## config.mk

```make
export PLATFORM = sky130hd
export DESIGN_NAME = ring_decoder
export DESIGN_NICKNAME = d
export VERILOG_FILES = /design/src/rtl/ring_decoder.sv
export SDC_FILE = /design/constraint.sdc
export NUM_CORES = 1
export LEC_CHECK = 0
export ABC_AREA = 0
export CAP_MARGIN = 10
export CORE_ASPECT_RATIO = 1.75
export CORE_MARGIN = 3
export CORE_UTILIZATION = 35
export CTS_CLUSTER_SIZE = 12
export DETAILED_ROUTE_END_ITERATION = 16
export PLACE_DENSITY = 0.56
export SLEW_MARGIN = 20
export SYNTH_ARGS = -nofsm -noshare
export SYNTH_HDL_FRONTEND = slang
export SYNTH_SLANG_ARGS = --single-unit
export TNS_END_PERCENT = 20
```

## constraint.sdc

```tcl
create_clock -name Clock -period 3.8 [get_ports Clock]
set_clock_uncertainty 0.2 [all_clocks]
set_input_delay 1.14 -clock Clock [delete_from_list [all_inputs] [get_ports Clock]]
set_output_delay 1.14 -clock Clock [all_outputs]
set_load 0.01 [all_outputs]
```

## src/rtl/ring_decoder.sv

```systemverilog
// Ring-counter observer: checks Count_in follows a left rotation, locks after LOCK_CNT good words.
// Optional build macro RING_DEC_ERRCNT_EN adds a saturating Err_count output.
//
// state    | meaning
// UNLOCKED | no one-hot word seen since last break or reset
// SYNC     | scnt consecutive rotation-consistent words seen, not yet enough to lock
// LOCKED   | rotation confirmed; any non-match breaks lock with an Error pulse
module ring_decoder #(
    parameter int WIDTH    = 4,
    parameter int LOCK_CNT = 4,
    localparam int IW      = $clog2(WIDTH)
) (
    input  logic             Clock,
    input  logic             Reset,
    input  logic [WIDTH-1:0] Count_in,
    output logic [IW-1:0]    Index,
    output logic             Valid,
    output logic             Locked,
    output logic             Error,
    output logic [7:0]       Rev_count
`ifdef RING_DEC_ERRCNT_EN
    ,
    output logic [7:0]       Err_count
`endif
);

    typedef enum logic [1:0] {
        UNLOCKED = 2'd0,
        SYNC     = 2'd1,
        LOCKED   = 2'd2
    } state_t;

    state_t           state, state_next;
    logic [3:0]       scnt, scnt_next;
    logic [WIDTH-1:0] prev;
    logic             in_onehot;
    logic             match;
    logic             err_next;
    logic             rev_inc;
    logic [IW-1:0]    enc;

    assign in_onehot = $onehot(Count_in);
    assign match     = $onehot(prev) && (Count_in == {prev[WIDTH-2:0], prev[WIDTH-1]});

    always_comb begin
        enc = '0;
        for (int i = 0; i < WIDTH; i++) begin
            if (Count_in[i]) enc = IW'(i);
        end
    end

    always_comb begin
        state_next = state;
        scnt_next  = scnt;
        err_next   = 1'b0;
        rev_inc    = 1'b0;
        case (state)
            UNLOCKED: begin
                if (in_onehot) begin
                    state_next = SYNC;
                    scnt_next  = 4'd1;
                end
            end
            SYNC: begin
                if (match) begin
                    scnt_next = scnt + 4'd1;
                    if (scnt + 4'd1 == 4'(LOCK_CNT)) state_next = LOCKED;
                end else if (in_onehot) begin
                    scnt_next = 4'd1;
                end else begin
                    state_next = UNLOCKED;
                    scnt_next  = 4'd0;
                end
            end
            LOCKED: begin
                if (!match) begin
                    state_next = UNLOCKED;
                    scnt_next  = 4'd0;
                    err_next   = 1'b1;
                end else if (Count_in == {{(WIDTH-1){1'b0}}, 1'b1}) begin
                    rev_inc = 1'b1;
                end
            end
            default: begin
                state_next = UNLOCKED;
                scnt_next  = 4'd0;
            end
        endcase
    end

    always_ff @(posedge Clock or posedge Reset) begin
        if (Reset) begin
            state     <= UNLOCKED;
            scnt      <= 4'd0;
            prev      <= '0;
            Index     <= '0;
            Valid     <= 1'b0;
            Locked    <= 1'b0;
            Error     <= 1'b0;
            Rev_count <= 8'd0;
        end else begin
            state  <= state_next;
            scnt   <= scnt_next;
            prev   <= Count_in;
            Valid  <= in_onehot;
            Locked <= (state_next == LOCKED);
            Error  <= err_next;
            if (in_onehot) Index <= enc;
            if (rev_inc) Rev_count <= Rev_count + 8'd1;
        end
    end

`ifdef RING_DEC_ERRCNT_EN
    always_ff @(posedge Clock or posedge Reset) begin
        if (Reset) begin
            Err_count <= 8'd0;
        end else if (err_next && (Err_count != 8'hFF)) begin
            Err_count <= Err_count + 8'd1;
        end
    end
`endif

endmodule

```

# ---- Word-level counts from Yosys, hierarchy flattened
# Cells that the tools add are included.
dict set report word_totals {
  regBits 23
  latch_bits 0
  elab_cells 48
  memories 0
  input_bits 6
  output_inout_bits 13
  rom_bits 0
  ram_bits 0
}
dict set report classes {
  n_eq_ne 10
  n_lt_le_gt_ge 0
  n_mul 0
  div_mod_pow 0
  n_reduce_logical 3
  n_mux 19
  bitwise 0
  shift 0
  addsub 8
}
# op n
set ops {}
lappend ops {{2-bit two-way mux} 7}
lappend ops {{4-bit two-way mux} 3}
lappend ops {{4-bit case mux with 3 select lines} 1}
lappend ops {{1-bit by 1-bit adder with 2-bit output} 4}
lappend ops {{8-bit by 1-bit adder with 8-bit output, second input constant} 1}
lappend ops {{1-bit two-way mux} 7}
lappend ops {{2-bit by 2-bit adder with 3-bit output} 2}
lappend ops {{3-bit by 1-bit equality test with 1-bit output, second input constant} 2}
lappend ops {{2-bit case mux with 3 select lines} 1}
lappend ops {{4-bit by 1-bit adder with 4-bit output, second input constant} 1}
lappend ops {{2-bit equality test, second input constant} 2}
lappend ops {{4-bit by 1-bit equality test with 1-bit output, second input constant} 1}
lappend ops {{4-bit by 3-bit equality test with 1-bit output, second input constant} 1}
lappend ops {{4-bit equality test} 1}
lappend ops {{2-bit != test, second input constant} 2}
lappend ops {{2-bit by 1-bit equality test with 1-bit output, second input constant} 1}
lappend ops {{2-bit zero test} 1}
lappend ops {{2-bit AND reduction} 1}
lappend ops {{1-bit logical AND} 1}

# ---- Logic depth before layout (Yosys ltp)
# Gate-level depths: netlist of the first run.
dict set report logic_depth {
  depth_word 7
  depth_mapped 10
  ltp_nobuf 10
}

# ---- Worst setup path after synthesis of the first run
# No wires, ideal clock.
dict set report synth_timing {
  path_kind {in2reg}
  from {in Count_in[0]}
  to {reg Index[0]}
  arrival_time_ps 2935
  setup_slack_ps 541
  stages 7
  n_path_buf 0
  setup_ps 125
  required_ps 3475
  path_cell_list {inv_1 > fa_1 > inv_1 > ha_1 > ha_1 > nor3b_2 > mux2_2}
}
dict set report synth_between {
  elab_chain_len 3
}
# element line
set synth_rtl {}
lappend synth_rtl {{start, declared} 15} ;# input logic [WIDTH-1:0] Count_in,
lappend synth_rtl {{1-bit by 1-bit adder with 2-bit output (implied by the code)} 42} ;# assign in_onehot = $onehot(Count_in);
lappend synth_rtl {{2-bit by 2-bit adder with 3-bit output (implied by the code)} 42}
lappend synth_rtl {{3-bit by 1-bit equality test with 1-bit output} 42}
lappend synth_rtl {{net in_onehot} 36} ;# logic in_onehot;
lappend synth_rtl {{end signal, assigned} 108} ;# if (in_onehot) Index <= enc;
lappend synth_rtl {{end, declared} 16} ;# output logic [IW-1:0] Index,
# The timed path passes the listed nets, and every way through them passes these cells.
# A chain may end at the register's enable or synchronous reset.

# ---- Worst setup path in the final report of the first run
dict set report layout_timing {
  from {in Count_in[0]}
  to {reg scnt[0]}
}
dict set report layout_between {
  elab_chain_len 6
  elab_cells_between_ends 11
}
# element line
set layout_rtl {}
lappend layout_rtl {{1-bit by 1-bit adder with 2-bit output (implied by the code) (*)} 42}
lappend layout_rtl {{2-bit by 2-bit adder with 3-bit output (implied by the code) (*)} 42}
lappend layout_rtl {{3-bit by 1-bit equality test with 1-bit output (*)} 42}
lappend layout_rtl {{net in_onehot} 36}
lappend layout_rtl {{1-bit two-way mux} 68} ;# end else if (in_onehot) begin
lappend layout_rtl {{4-bit two-way mux} 65} ;# if (match) begin
lappend layout_rtl {{4-bit case mux with 3 select lines} 57} ;# case (state)
lappend layout_rtl {{end signal, assigned} 103} ;# scnt <= scnt_next;
lappend layout_rtl {{end, declared} 34} ;# logic [3:0] scnt, scnt_next;
# Mark *: on every way through the listed nets, which the timed path passes. The rest lies on a longest branch.

==> results of run 1 <==
-- layer usage --
| metal | share of wire | wire (um) |
|---|---|---|
| met1 | 0.38 | 947 |
| met2 | 0.56 | 1390 |
| met3 | 0.034 | 83 |
| met4 | 0.017 | 41 |
| met5 | 0 | 0 |
-- registers in the layout, indices dropped and copies added, names as in the netlist --
register and flops:
state 2, Index 2, Locked 1, scnt 4, prev 4, Rev_count 8, Valid 1, Error 1
-- how the worst max path moves through the flow --
stage                start                    to  slack (ns)  cells after the start
4_1_cts        Count_in[0]   scnt[0]$_DFFE_PP0P_        0.30                     10
3_3_place_gp   Count_in[0]   scnt[2]$_DFFE_PP0P_         0.1                     11
2_1_floorplan  Count_in[0]  Index[0]$_DFFE_PP0N_        0.54                      7
3_5_place_dp   Count_in[0]   scnt[0]$_DFFE_PP0P_        0.03                     10
6_report       Count_in[0]   scnt[0]$_DFFE_PP0P_        0.32                     10
5_1_grt        Count_in[1]   scnt[3]$_DFFE_PP0P_        0.19                     11
-- cells by family after synthesis --
group                      count (synthesis)  share of synthesized area
and+or+nand+nor                           41                     0.2004
DFF                                       23                     0.4563
AOI/OAI and AO/OA                         16                    0.08334
buffers and inverters                     14                    0.04762
xor gates and xnor gates                  12                    0.08333
adders and majority gates                 10                     0.1111
muxes                                      2                    0.01786
-- area by class of cell --
type	instances	area, um2	share of cell area
Timing Repair Buffer	22	210.2	0.1345
Multi-Input combinational cell	81	625.6	0.4003
Inverter	13	48.80	0.03122
Clock buffer	3	41.29	0.02642
Tap cell	45	56.30	0.03603
Clock inverter	1	5.005	0.003203
Sequential cell	23	575.6	0.3683
-- per-stage QoR --
stage / worst slack, ns / hold WS (ns) / utilization / cell area, um2
2_1_floorplan: 0.5408 / 0.3076 / - / 1261
3_3_place_gp: 0.09588 / 0.2634 / 0.4417 / 1516
3_5_place_dp: 0.03447 / 0.2667 / 0.4417 / 1516
4_1_cts: 0.2965 / 0.2817 / 0.4552 / 1563
5_1_grt: 0.1856 / 0.3044 / 0.4552 / 1563
6_report: 0.3188 / 0.2706 / 0.4552 / 1563
-- layout by cell type (no fill, tap or decap), drive strengths merged --
cell type	netlist	routed
a21oi	4	4
o22ai	1	1
inv	13	13
nand2	6	6
nor3	5	5
mux2	2	2
o311ai	1	1
o211ai	1	1
xor2	1	1
nor4b	1	1
and2	2	2
ha	8	8
clkbuf	0	3
o21ai	4	4
clkinv	0	1
nand4	2	2
and2b	3	3
xnor2	11	11
buf	1	4
fa	2	2
a41o	1	1
clkdlybuf4s50	0	18
and3	2	2
nand3	9	9
nor2	7	7
nor3b	1	1
dfrtp	23	23
a31oi	4	4
nand2b	1	1
nor2b	2	2
-- power by group --
part / leakage, nW / switching [mW] / internal, mW
Sequential: 0.301 / 0.0221 / 0.264
Combinational: 0.384 / 0.0577 / 0.0627
Clock: 0.0255 / 0.0769 / 0.0730
Total: 0.710 / 0.157 / 0.400
==> results, run 1 <==
- The wire length of the first global-routing pass is ~4400 um.
- The beginning of the worst hold path is Rev_count[7]$_DFFE_PP0P_.
- TritonCTS created 3 clock buffers.
- Averaged over all synthesized cells, the footprint is about 11 um2.
- Among all flip-flop cells after synthesis, the most frequent one is dfrtp_1.
- The number of nets in the synthesized netlist is about 130.
- The filler cell count is 370.
- For this run, the number of Yosys warnings is 0.
- Sorting the synthesized cells by how often they occur yields dfrtp_1 (23), inv_1 (13), xnor2_1 (11).
- STA classifies the critical path startpoint as a primary input.
- The detailed-placement wirelength estimate is approximately 2000 um.
- The tree is rooted in a clkbuf_8.
- Global routing finished with a remaining overflow of 0.
- The final routed DRC violation total is 0.
- Summed over all instances, the cell type with the most area after synthesis is dfrtp_1.
- The total area inside the core boundary comes to 0.003433 mm2.
- The area growth from synthesis to layout is 23.91%.
- The TritonCTS clock tree is built.
- Data on the critical path arrives at its endpoint at roughly 3.5 ns.
- The final layout contains routed wiring with a total length of around 2500 um.
- The count of unique library cells instantiated by Yosys is 32.
- The post-layout instance count excluding filler cells is around 190.
- The number of failing hold endpoints at the final stage is 0.
- The number of antenna diodes in the final layout is 0.
- STA classifies the critical path endpoint as a flip-flop.
- The detail route stage leaves a number of antenna-violating nets equal to 0.
- In this run the worst path has a maximum fanout of 8.
- The leakage dissipation is 0.7104 nW.
- Power spread over the standard cell area amounts to roughly 360 mW/mm2.
- The die boundary width is around 50 um.
- The die area is roughly 0.0044 mm2.
- Counting instances, the worst hold path has a depth of 1.
- For this run, global-route usage on met3 was measured as 0.01757.
- The largest net degree at the start of global routing is 24.
- Subtracting the final worst setup slack from the clock period gives between 3 and 4 ns.
- The most repeated cell in the gate-level netlist after synthesis is dfrtp_1.
- After technology mapping, the gate count stands at 118.
- The share of synthesized flip-flops with an asynchronous set or reset is 1.000.
- The tool flagged a number of max-cap violations equal to 0.
- The global placement routability congestion is about 0.9.
- The setup-violating endpoint count in the final report is 0.
- For this run, the detailed router's first-pass iteration total came to 4.
- The first-iteration detailed-routing DRC count is 12.
- The sum of negative setup slack is 0 ns.
- After clock tree synthesis, the flow added hold-fix buffers numbering 0.
- The startpoint-to-endpoint class of the critical path is primary input to flip-flop.
- The detailed-route vias per instance is about 5.0.
- In this run, synthesis inferred 0 flip-flops with an integrated enable.
- For met2 alone, demand over resource in global routing was 0.2425.
- The endpoint with the worst hold slack is Rev_count[7]$_DFFE_PP0P_.
- In the finished design, the share of the clock period the worst path needs comes to 0.9161.
- The count of buffer and inverter cells on the critical path is 4.
- The post-synthesis sequential element count is 23.
- The destination of the worst register-to-register timing path is scnt[0]$_DFFE_PP0P_.
- Counting cells, the worst reg-to-reg path comes to 10.
- The dominant delay contributor by cell family on the critical path is adder cells.
- The path class of the tightest hold or removal check is flip-flop to flip-flop.
- IR analysis of the VDD net gives a maximum drop of 0.0002072 V.
- The delay contributed by the slowest stage of the critical path is 0.53 ns.
- The sequential area share after synthesis is 0.4563.
- The run finished with clean final reports.
- In the final routed layout, each cell accounts on average for approximately 13 um.
- The initial utilization of the core area, before any placement, comes to 0.3673.
- The number of cell rows is 28.
- Pin placement for this block handled 19 I/O pins.
- The signal on the critical path passes through clkdlybuf4s50_1 -> inv_1 -> fa_1 -> inv_1 -> ha_1 -> ha_1 -> nor3b_2 -> buf_4 -> a21oi_1 -> o311ai_2.
- Derived from the worst setup path, the maximum achievable clock frequency is 287.3 MHz.
- Among all stages on the critical path, the largest delay is contributed by fa_1.
- Summing over every cut layer, the via total after detailed routing is 937.
- The ratio of cells with drive above 1 in the final layout is 0.1189.
- By area the synthesized netlist is led by dfrtp_1 (46%), ha_1 (7.9%), xnor2_1 (7.6%).
- The H-tree depth is 1.
- The busiest metal layer after global routing is met2.
- In the final design database the tool counted 160 nets.
- The clock latency of the later-clocked register in the worst-skew pair is 0.26 ns.
- Setup repair after global routing left no endpoint under its margin.
- After clock tree synthesis, the clock-pin slew on the worst setup and hold paths is 0.08 ns.
- The endpoint required time on the critical path is around 3.8 ns.
- The cell area that synthesis handed to floorplanning was between 0.001 and 0.0015 mm2.
- The worst-case register-to-register setup slack is a little under 0.9 ns.
- The number of antenna violations at the first check in global routing was 0.
- After detailed placement, the design holds a cell count of 184.
- The count of input and output buffers is 18.
- The number of buffers between clock root and the deepest sink is 2.
- The worst pin sits at a relative slew slack of 0.4059.
- The number of gates resized after CTS is 0.
- Measured along the y axis, the die boundary spans 85.41 um.
- The overall power of the completed layout is ~0.56 mW.
- The met1 capacity usage during global routing is 0.1348.
- For the pin with the worst max-slew slack, the measured transition is roughly 0.89 ns.
- Clock tree synthesis found a total of 23 sinks.
- The total routing resource utilization after global routing is 0.1288.
- The max-slew violation count is 0.
- Of the post-synthesis cell area, the dominant cell type holds 0.4563.
- Post-CTS timing repair inserted 0 buffers for setup.
- The launch instance of the worst register-to-register path is prev[0]$_DFF_PP0_.
- The via count of the first global-routing pass came to slightly below 1000.
No activity file was read; power rests on OpenSTA's default activity.
==> run 2: changes to the inputs <==
- CELL_PAD_IN_SITES_DETAIL_PLACEMENT: unset -> 0
- CELL_PAD_IN_SITES_GLOBAL_PLACEMENT: unset -> 1
- CTS_CLUSTER_SIZE: 12 -> unset
- PLACE_DENSITY: 0.56 -> 0.68
==> run 2 against run 1 <==
Effect of this change:
- routed wire length fell by 2.3%
- sequential cell count is the same
- register-to-register slack about the same
- highest routed layer unchanged
==> results, run 2 (synthesis results as in run 1) <==
- The ratio of cells with drive above 1 in the final layout was 0.1119 (was 0.1189).
- The number of diodes added for antenna fixing is 0 (unchanged).
- The setup-violating endpoint count in the final report came to 0 (unchanged).
- The commonest non-fill, non-tap cell in the layout is dfrtp_1 (unchanged).
- The overall power of the completed layout was 0.5528 mW (was 0.5570 mW).
- The number of buffers between clock root and the deepest sink is 2 (unchanged).
- The total global routing overflow was 0 (unchanged).
- The endpoint required time on the critical path came to 3.76 ns (about the same).
- The detailed-placement wirelength estimate came to 1910 um (was 1975 um).
- The number of CTS-inserted buffers was 3 (unchanged).
- The wire length of the first global-routing pass came to 4581 um (was 4402 um).
- The largest net degree at the start of global routing is 24 (unchanged).
- The number of antenna violations at the first check in global routing was 0 (unchanged).
- The worst max-slew margin expressed relative to the limit came to 0.4065 (was 0.4059).
- The detailed-route vias per instance came to 4.846 (was 4.984).
- The max-slew violation count was 0 (unchanged).
- The highest ir drop seen on vdd is 0.0002203 V (was 0.0002072 V).
- The total via count after detailed routing is 911 (was 937).
- The final layout net count is 160 (unchanged).
- The number of flip-flops in the largest register is 8 (unchanged).
- The arrival time at the worst endpoint is 3.44 ns (was 3.45 ns).
- The total clock sinks is 23 (unchanged).
- Commonest cells after routing, fill and taps aside: dfrtp_1 (23), clkdlybuf4s50_1 (18), inv_1 (13) (unchanged).
- The count of hold buffers inserted by post-cts repair is 0 (unchanged).
- The number of gates resized after CTS came to 0 (unchanged).
- The first-iteration detailed-routing DRC count is 15 (was 12).
- The clock transition time at the flip-flop clock pins of the worst setup and hold paths is 0.08 ns (about the same).
- The final routed DRC violation total came to 0 (unchanged).
- The clock tree root buffer cell was clkbuf_8 (unchanged).
- The leakage dissipation is 0.7077 nW (was 0.7104 nW).
- The die boundary width is 51.38 um (unchanged).
- The die span in y is 85.41 um (unchanged).
- The achievable frequency is 287.2 MHz (was 287.3 MHz).
- The filler cell count is 358 (was 370).
- The destination of the worst register-to-register timing path is scnt[0]$_DFFE_PP0P_ (unchanged).
- The beginning of the worst hold path is Rev_count[7]$_DFFE_PP0P_ (unchanged).
- The clock period minus worst slack is 3.482 ns (was 3.481 ns).
- The final routed wire length divided by cell count was 12.80 um (was 13.10 um).
- The H-tree depth is 1 (unchanged).
- The max-capacitance violation count is 0 (unchanged).
- The number of failing hold endpoints at the final stage came to 0 (unchanged).
- The initial cell density of the core is 0.3673 (unchanged).
- RSZ-0062 raised after global routing: false (unchanged).
- The path depth of the worst reg2reg path is 10 (unchanged).
- The total wire length after detailed routing is 2407 um (was 2463 um).
- The class of the worst hold path was flip-flop to flip-flop (unchanged).
- The count of input and output buffers is 18 (unchanged).
- The cell count of the worst hold path came to 1 (unchanged).
- The global placement routability congestion came to 0.8398 (was 0.8974).
- The total routing resource utilization after global routing is 0.1336 (was 0.1288).
- The sum of negative setup slack is 0 ns (unchanged).
- The number of cell rows is 28 (unchanged).
- The via count of the first global-routing pass is 1001 (was 985).
- The number of buffers inserted to repair setup after CTS is 0 (unchanged).
- The endpoint with the worst hold slack was Rev_count[7]$_DFFE_PP0P_ (unchanged).
- The final period utilization came to 0.9163 (was 0.9161).
- The area growth from synthesis to layout is 23.81% (was 23.91%).
- The die area was 0.004388 mm2 (unchanged).
- The ratio of total power to cell area was 354.0 mW/mm2 (was 356.4 mW/mm2).
- The TritonCTS clock tree is built (unchanged).
- The largest driver fanout on the critical path is 8 (unchanged).
- The worst path setup slack after routing came to 0.3179 ns (was 0.3188 ns).
- The detailed-routing iteration count for the pre-antenna-repair pass is 4 (unchanged).
- The clock latency of the later-clocked register in the worst-skew pair came to 0.26 ns (about the same).
- The remaining antenna violation count after routing is 0 (unchanged).
- The cell area after placement is 0.001516 mm2 (unchanged).
- The slew of the pin with the lowest slew margin is 0.8893 ns (was 0.8902 ns).
- Result of the run: complete, no violations (unchanged).
- The startpoint-to-endpoint class of the critical path was primary input to flip-flop (unchanged).
- The launch instance of the worst register-to-register path is prev[0]$_DFF_PP0_ (unchanged).
- The final hold slack is 0.2810 ns (was 0.2706 ns).
- Largest registers: Rev_count: 8 flops, prev: 4 flops, scnt: 4 flops (unchanged).
- The type of element launching the critical path is a primary input (unchanged).
- The register with the highest flop count is Rev_count (unchanged).
- The worst setup slack after placement is 0.03487 ns (was 0.03447 ns).
- The final non-filler cell area came to 0.001562 mm2 (was 0.001563 mm2).
- The kind of capture point of the worst setup path is a flip-flop (unchanged).
- The worst-case register-to-register setup slack is 0.89 ns (about the same).
- The number of top-level pins came to 19 (unchanged).
- The core outline area is 0.003433 mm2 (unchanged).
## run 2: cell types whose count changed in the layout (fill, tap and decap cells not counted)
cell | before | now
clkinv_2 | 1 | 0
clkbuf_1 | 0 | 1
## run 2: layout make-up
class / count / area (um2) / area share
well taps: 45 / 56.30 / 0.03606
clock buffers: 4 / 45.04 / 0.02885
multi-input cells: 81 / 625.6 / 0.4006
flip-flops and latches: 23 / 575.6 / 0.3686
inverters: 13 / 48.80 / 0.03125
repair buffers: 22 / 210.2 / 0.1346
## run 2: worst max-delay path, stage by stage
cell	delay (ns)
clkdlybuf4s50_1	0.48
inv_1	0.07
fa_1	0.53
inv_1	0.05
ha_1	0.18
ha_1	0.28
nor3b_2	0.22
buf_4	0.19
a21oi_1	0.07
o311ai_2	0.23
## run 2: per-stage QoR
step,std cells,utilization
floorplan,118,-
global placement,184,0.4417
detailed placement,184,0.4417
CTS,188,0.4548
global route,188,0.4548
finish,188,0.4548
## run 2: routing by layer
layer,global-route usage,share of wire,up-vias
li1,-,-,452
met5,0,0,-
met3,0.01582,0.026,2
met2,0.2436,0.55,13
met1,0.1532,0.41,444
met4,0.05012,0.010,0
## run 2: worst max-delay path by stage
stage	start	to	slack, ns	cells past startpoint
global placement	Count_in[0]	scnt[3]$_DFFE_PP0P_	0.10	11
finish	Count_in[0]	scnt[0]$_DFFE_PP0P_	0.32	10
floorplan	Count_in[0]	Index[0]$_DFFE_PP0N_	0.54	7
global route	Count_in[1]	scnt[2]$_DFFE_PP0P_	0.15	11
detailed placement	Count_in[0]	scnt[2]$_DFFE_PP0P_	0.03	11
CTS	Count_in[0]	scnt[0]$_DFFE_PP0P_	0.32	10
## run 2: report_power, final
part / switching [mW] / internal [mW]
Sequential: 0.0207 / 0.264
Clock: 0.0731 / 0.0746
Combinational: 0.0577 / 0.0623
==> run 3: changes to the inputs <==
- clock period: 3.8 -> 3.5 ns (I/O delays scaled with it)
==> run 3 against run 2 <==
Effect of this change:
- sequential cell count stayed put
- first-iteration DRC count stayed put
- worst hold slack worse by 0.010 ns
- core utilization grew 0.87 points
- total power is 10% higher
- routed wire length barely moved
- via count grew 1.1%
- cell count up 2.1%
- largest power group unchanged
==> results, run 3 (synthesis results as in run 1) <==
- Result of the run: complete, no violations (unchanged).
- The worst max-slew margin expressed relative to the limit was 0.4095 (was 0.4065).
- The number of antenna violations at the first check in global routing is 0 (unchanged).
- The setup-violating endpoint count in the final report came to 0 (unchanged).
- The first-iteration detailed-routing DRC count came to 15 (unchanged).
- The total via count after detailed routing is 921 (was 911).
- The cell count of the worst hold path was 1 (unchanged).
- The launch instance of the worst register-to-register path was prev[0]$_DFF_PP0_ (unchanged).
- The filler cell count was 346 (was 358).
- The global placement routability congestion came to 0.8591 (was 0.8398).
- The leakage dissipation is 0.7283 nW (was 0.7077 nW).
- The number of diodes added for antenna fixing came to 0 (unchanged).
- The first element of the critical path is Count_in[0] (unchanged).
- The area growth from synthesis to layout was 26.19% (was 23.81%).
- The beginning of the worst hold path is Rev_count[7]$_DFFE_PP0P_ (unchanged).
- The path depth of the worst reg2reg path is 9 (was 10).
- The overall power of the completed layout is 0.6086 mW (was 0.5528 mW).
- Largest registers: Rev_count: 8 flops, prev: 4 flops, scnt: 4 flops (unchanged).
- RSZ-0062 raised after global routing: false (unchanged).
- The worst-case register-to-register setup slack is 0.61 ns (was 0.89 ns).
- The number of CTS-inserted buffers is 3 (unchanged).
- The final layout net count is 164 (was 160).
- The remaining antenna violation count after routing is 0 (unchanged).
- The clock latency of the later-clocked register in the worst-skew pair is 0.26 ns (about the same).
- The class of the worst hold path is flip-flop to flip-flop (unchanged).
- The arrival time at the worst endpoint is 3.30 ns (was 3.44 ns).
- The H-tree depth came to 1 (unchanged).
- The TritonCTS clock tree is built (unchanged).
- The count of hold buffers inserted by post-cts repair is 0 (unchanged).
- The clock transition time at the flip-flop clock pins of the worst setup and hold paths is 0.08 ns (about the same).
- The number of buffers inserted to repair setup after CTS is 0 (unchanged).
- The number of gates resized after CTS is 0 (unchanged).
- The worst setup slack after placement was -0.1716 ns (was 0.03487 ns).
- The number of top-level pins is 19 (unchanged).
- The highest ir drop seen on vdd was 0.0001691 V (was 0.0002203 V).
- The final non-filler cell area came to 0.001592 mm2 (was 0.001562 mm2).
- The post-layout instance count excluding filler cells is 192 (was 188).
- The wire length of the first global-routing pass came to 4374 um (was 4581 um).
- The core outline area is 0.003433 mm2 (unchanged).
- The number of failing hold endpoints at the final stage came to 0 (unchanged).
- The commonest non-fill, non-tap cell in the layout is dfrtp_1 (unchanged).
- The detailed-routing iteration count for the pre-antenna-repair pass was 4 (unchanged).
- The startpoint-to-endpoint class of the critical path was primary input to flip-flop (unchanged).
- The total routing resource utilization after global routing is 0.1288 (was 0.1336).
- For this run, the top clock speed supported by timing is 297.0 MHz.
- The type of element launching the critical path is a primary input (unchanged).
- The clock tree root buffer cell was clkbuf_8 (unchanged).
- The register with the highest flop count is Rev_count (unchanged).
- The endpoint with the worst hold slack is Rev_count[7]$_DFFE_PP0P_ (unchanged).
- The die area is 0.004388 mm2 (unchanged).
- The detailed-placement wirelength estimate is 1932 um (was 1910 um).
- The total clock sinks is 23 (unchanged).
- The number of buffers between clock root and the deepest sink came to 2 (unchanged).
- The count of input and output buffers is 18 (unchanged).
- The kind of capture point of the worst setup path is a flip-flop (unchanged).
- The number of flip-flops in the largest register is 8 (unchanged).
- Subtracting the final worst setup slack from the clock period gives roughly 3.4 ns.
- The ratio of cells with drive above 1 in the final layout came to 0.1361 (was 0.1119).
- The max-slew violation count is 0 (unchanged).
- The total wire length after detailed routing is 2409 um (was 2407 um).
- The cell area after placement is 0.001546 mm2 (was 0.001516 mm2).
- The final routed wire length divided by cell count was 12.55 um (was 12.80 um).
- The max-capacitance violation count is 0 (unchanged).
- The largest net degree at the start of global routing was 24 (unchanged).
- The number of cell rows was 28 (unchanged).
- Commonest cells after routing, fill and taps aside: dfrtp_1 (23), clkdlybuf4s50_1 (18), inv_1 (13) (unchanged).
- The total global routing overflow is 0 (unchanged).
- The die span in y is 85.41 um (unchanged).
- The largest driver fanout on the critical path is 7 (was 8).
- The ratio of total power to cell area is 382.4 mW/mm2 (was 354.0 mW/mm2).
- The initial cell density of the core came to 0.3673 (unchanged).
- The slew of the pin with the lowest slew margin is 0.8847 ns (was 0.8893 ns).
- The via count of the first global-routing pass is 959 (was 1001).
- The die boundary width is 51.38 um (unchanged).
- The destination of the worst register-to-register timing path is Rev_count[1]$_DFFE_PP0P_ (was scnt[0]$_DFFE_PP0P_).
- The detailed-route vias per instance is 4.797 (was 4.846).
- The final routed DRC violation total was 0 (unchanged).
- The placed instance count was 188 (was 184).
- The endpoint required time on the critical path is 3.44 ns (was 3.76 ns).
- The worst path setup slack after routing is 0.1333 ns (was 0.3179 ns).
- The final period utilization is 0.9619.
[run 3: cell count changes in the layout (fill, tap and decap cells not counted), sizes merged]
cell | before | now
buf | 4 | 8
[run 3: where the power goes]
group / switching [mW] / internal, mW / total, mW / leakage [nW]
sequential: 0.0220 / 0.287 / 0.309 / 0.301
clock: 0.0817 / 0.0810 / 0.163 / 0.0228
combinational: 0.0632 / 0.0735 / 0.137 / 0.405
[run 3: layout make-up]
| class | count | area [um2] | area share |
|---|---|---|---|
| Tap cell | 45 | 56.30 | 0.03538 |
| Inverter | 13 | 48.80 | 0.03066 |
| Sequential cell | 23 | 575.6 | 0.3616 |
| Multi-Input combinational cell | 81 | 625.6 | 0.3931 |
| Timing Repair Buffer | 26 | 240.2 | 0.1509 |
| Clock buffer | 4 | 45.04 | 0.02830 |
[run 3: worst max path at each step]
stage | endpoint | slack [ns] | cells past startpoint
floorplan | Index[0]$_DFFE_PP0N_ | 0.33 | 7
global placement | scnt[2]$_DFFE_PP0P_ | -0.11 | 11
detailed placement | scnt[2]$_DFFE_PP0P_ | -0.17 | 11
CTS | scnt[0]$_DFFE_PP0P_ | 0.11 | 10
global route | scnt[2]$_DFFE_PP0P_ | 0.01 | 11
finish | scnt[2]$_DFFE_PP0P_ | 0.13 | 11
[run 3: critical path, cell delays in order]
cell and delay [ns]:
clkdlybuf4s50_1 0.47, inv_1 0.07, fa_1 0.54, inv_1 0.04, ha_1 0.17, ha_1 0.28
nor3b_2 0.21, buf_4 0.19, nor2_1 0.04, a31oi_1 0.14, o21ai_0 0.10
[run 3: stage by stage]
stage	hold slack (ns)	util	TNS (ns)
after CTS	0.2789	0.4636	0
after detailed placement	0.2675	0.4504	-0.7230
final	0.2705	0.4636	0
after global routing	0.3195	0.4636	0
after floorplan	0.3076	-	0
after global placement	0.2632	0.4504	-0.3697
[run 3: per-layer routing]
metal | GRT usage | wire (um) | share of wire
met1 | 0.1526 | 1010 | 0.42
met2 | 0.2297 | 1301 | 0.54
met3 | 0.01933 | 65 | 0.027
met4 | 0.04296 | 31 | 0.013
met5 | 0 | 0 | 0
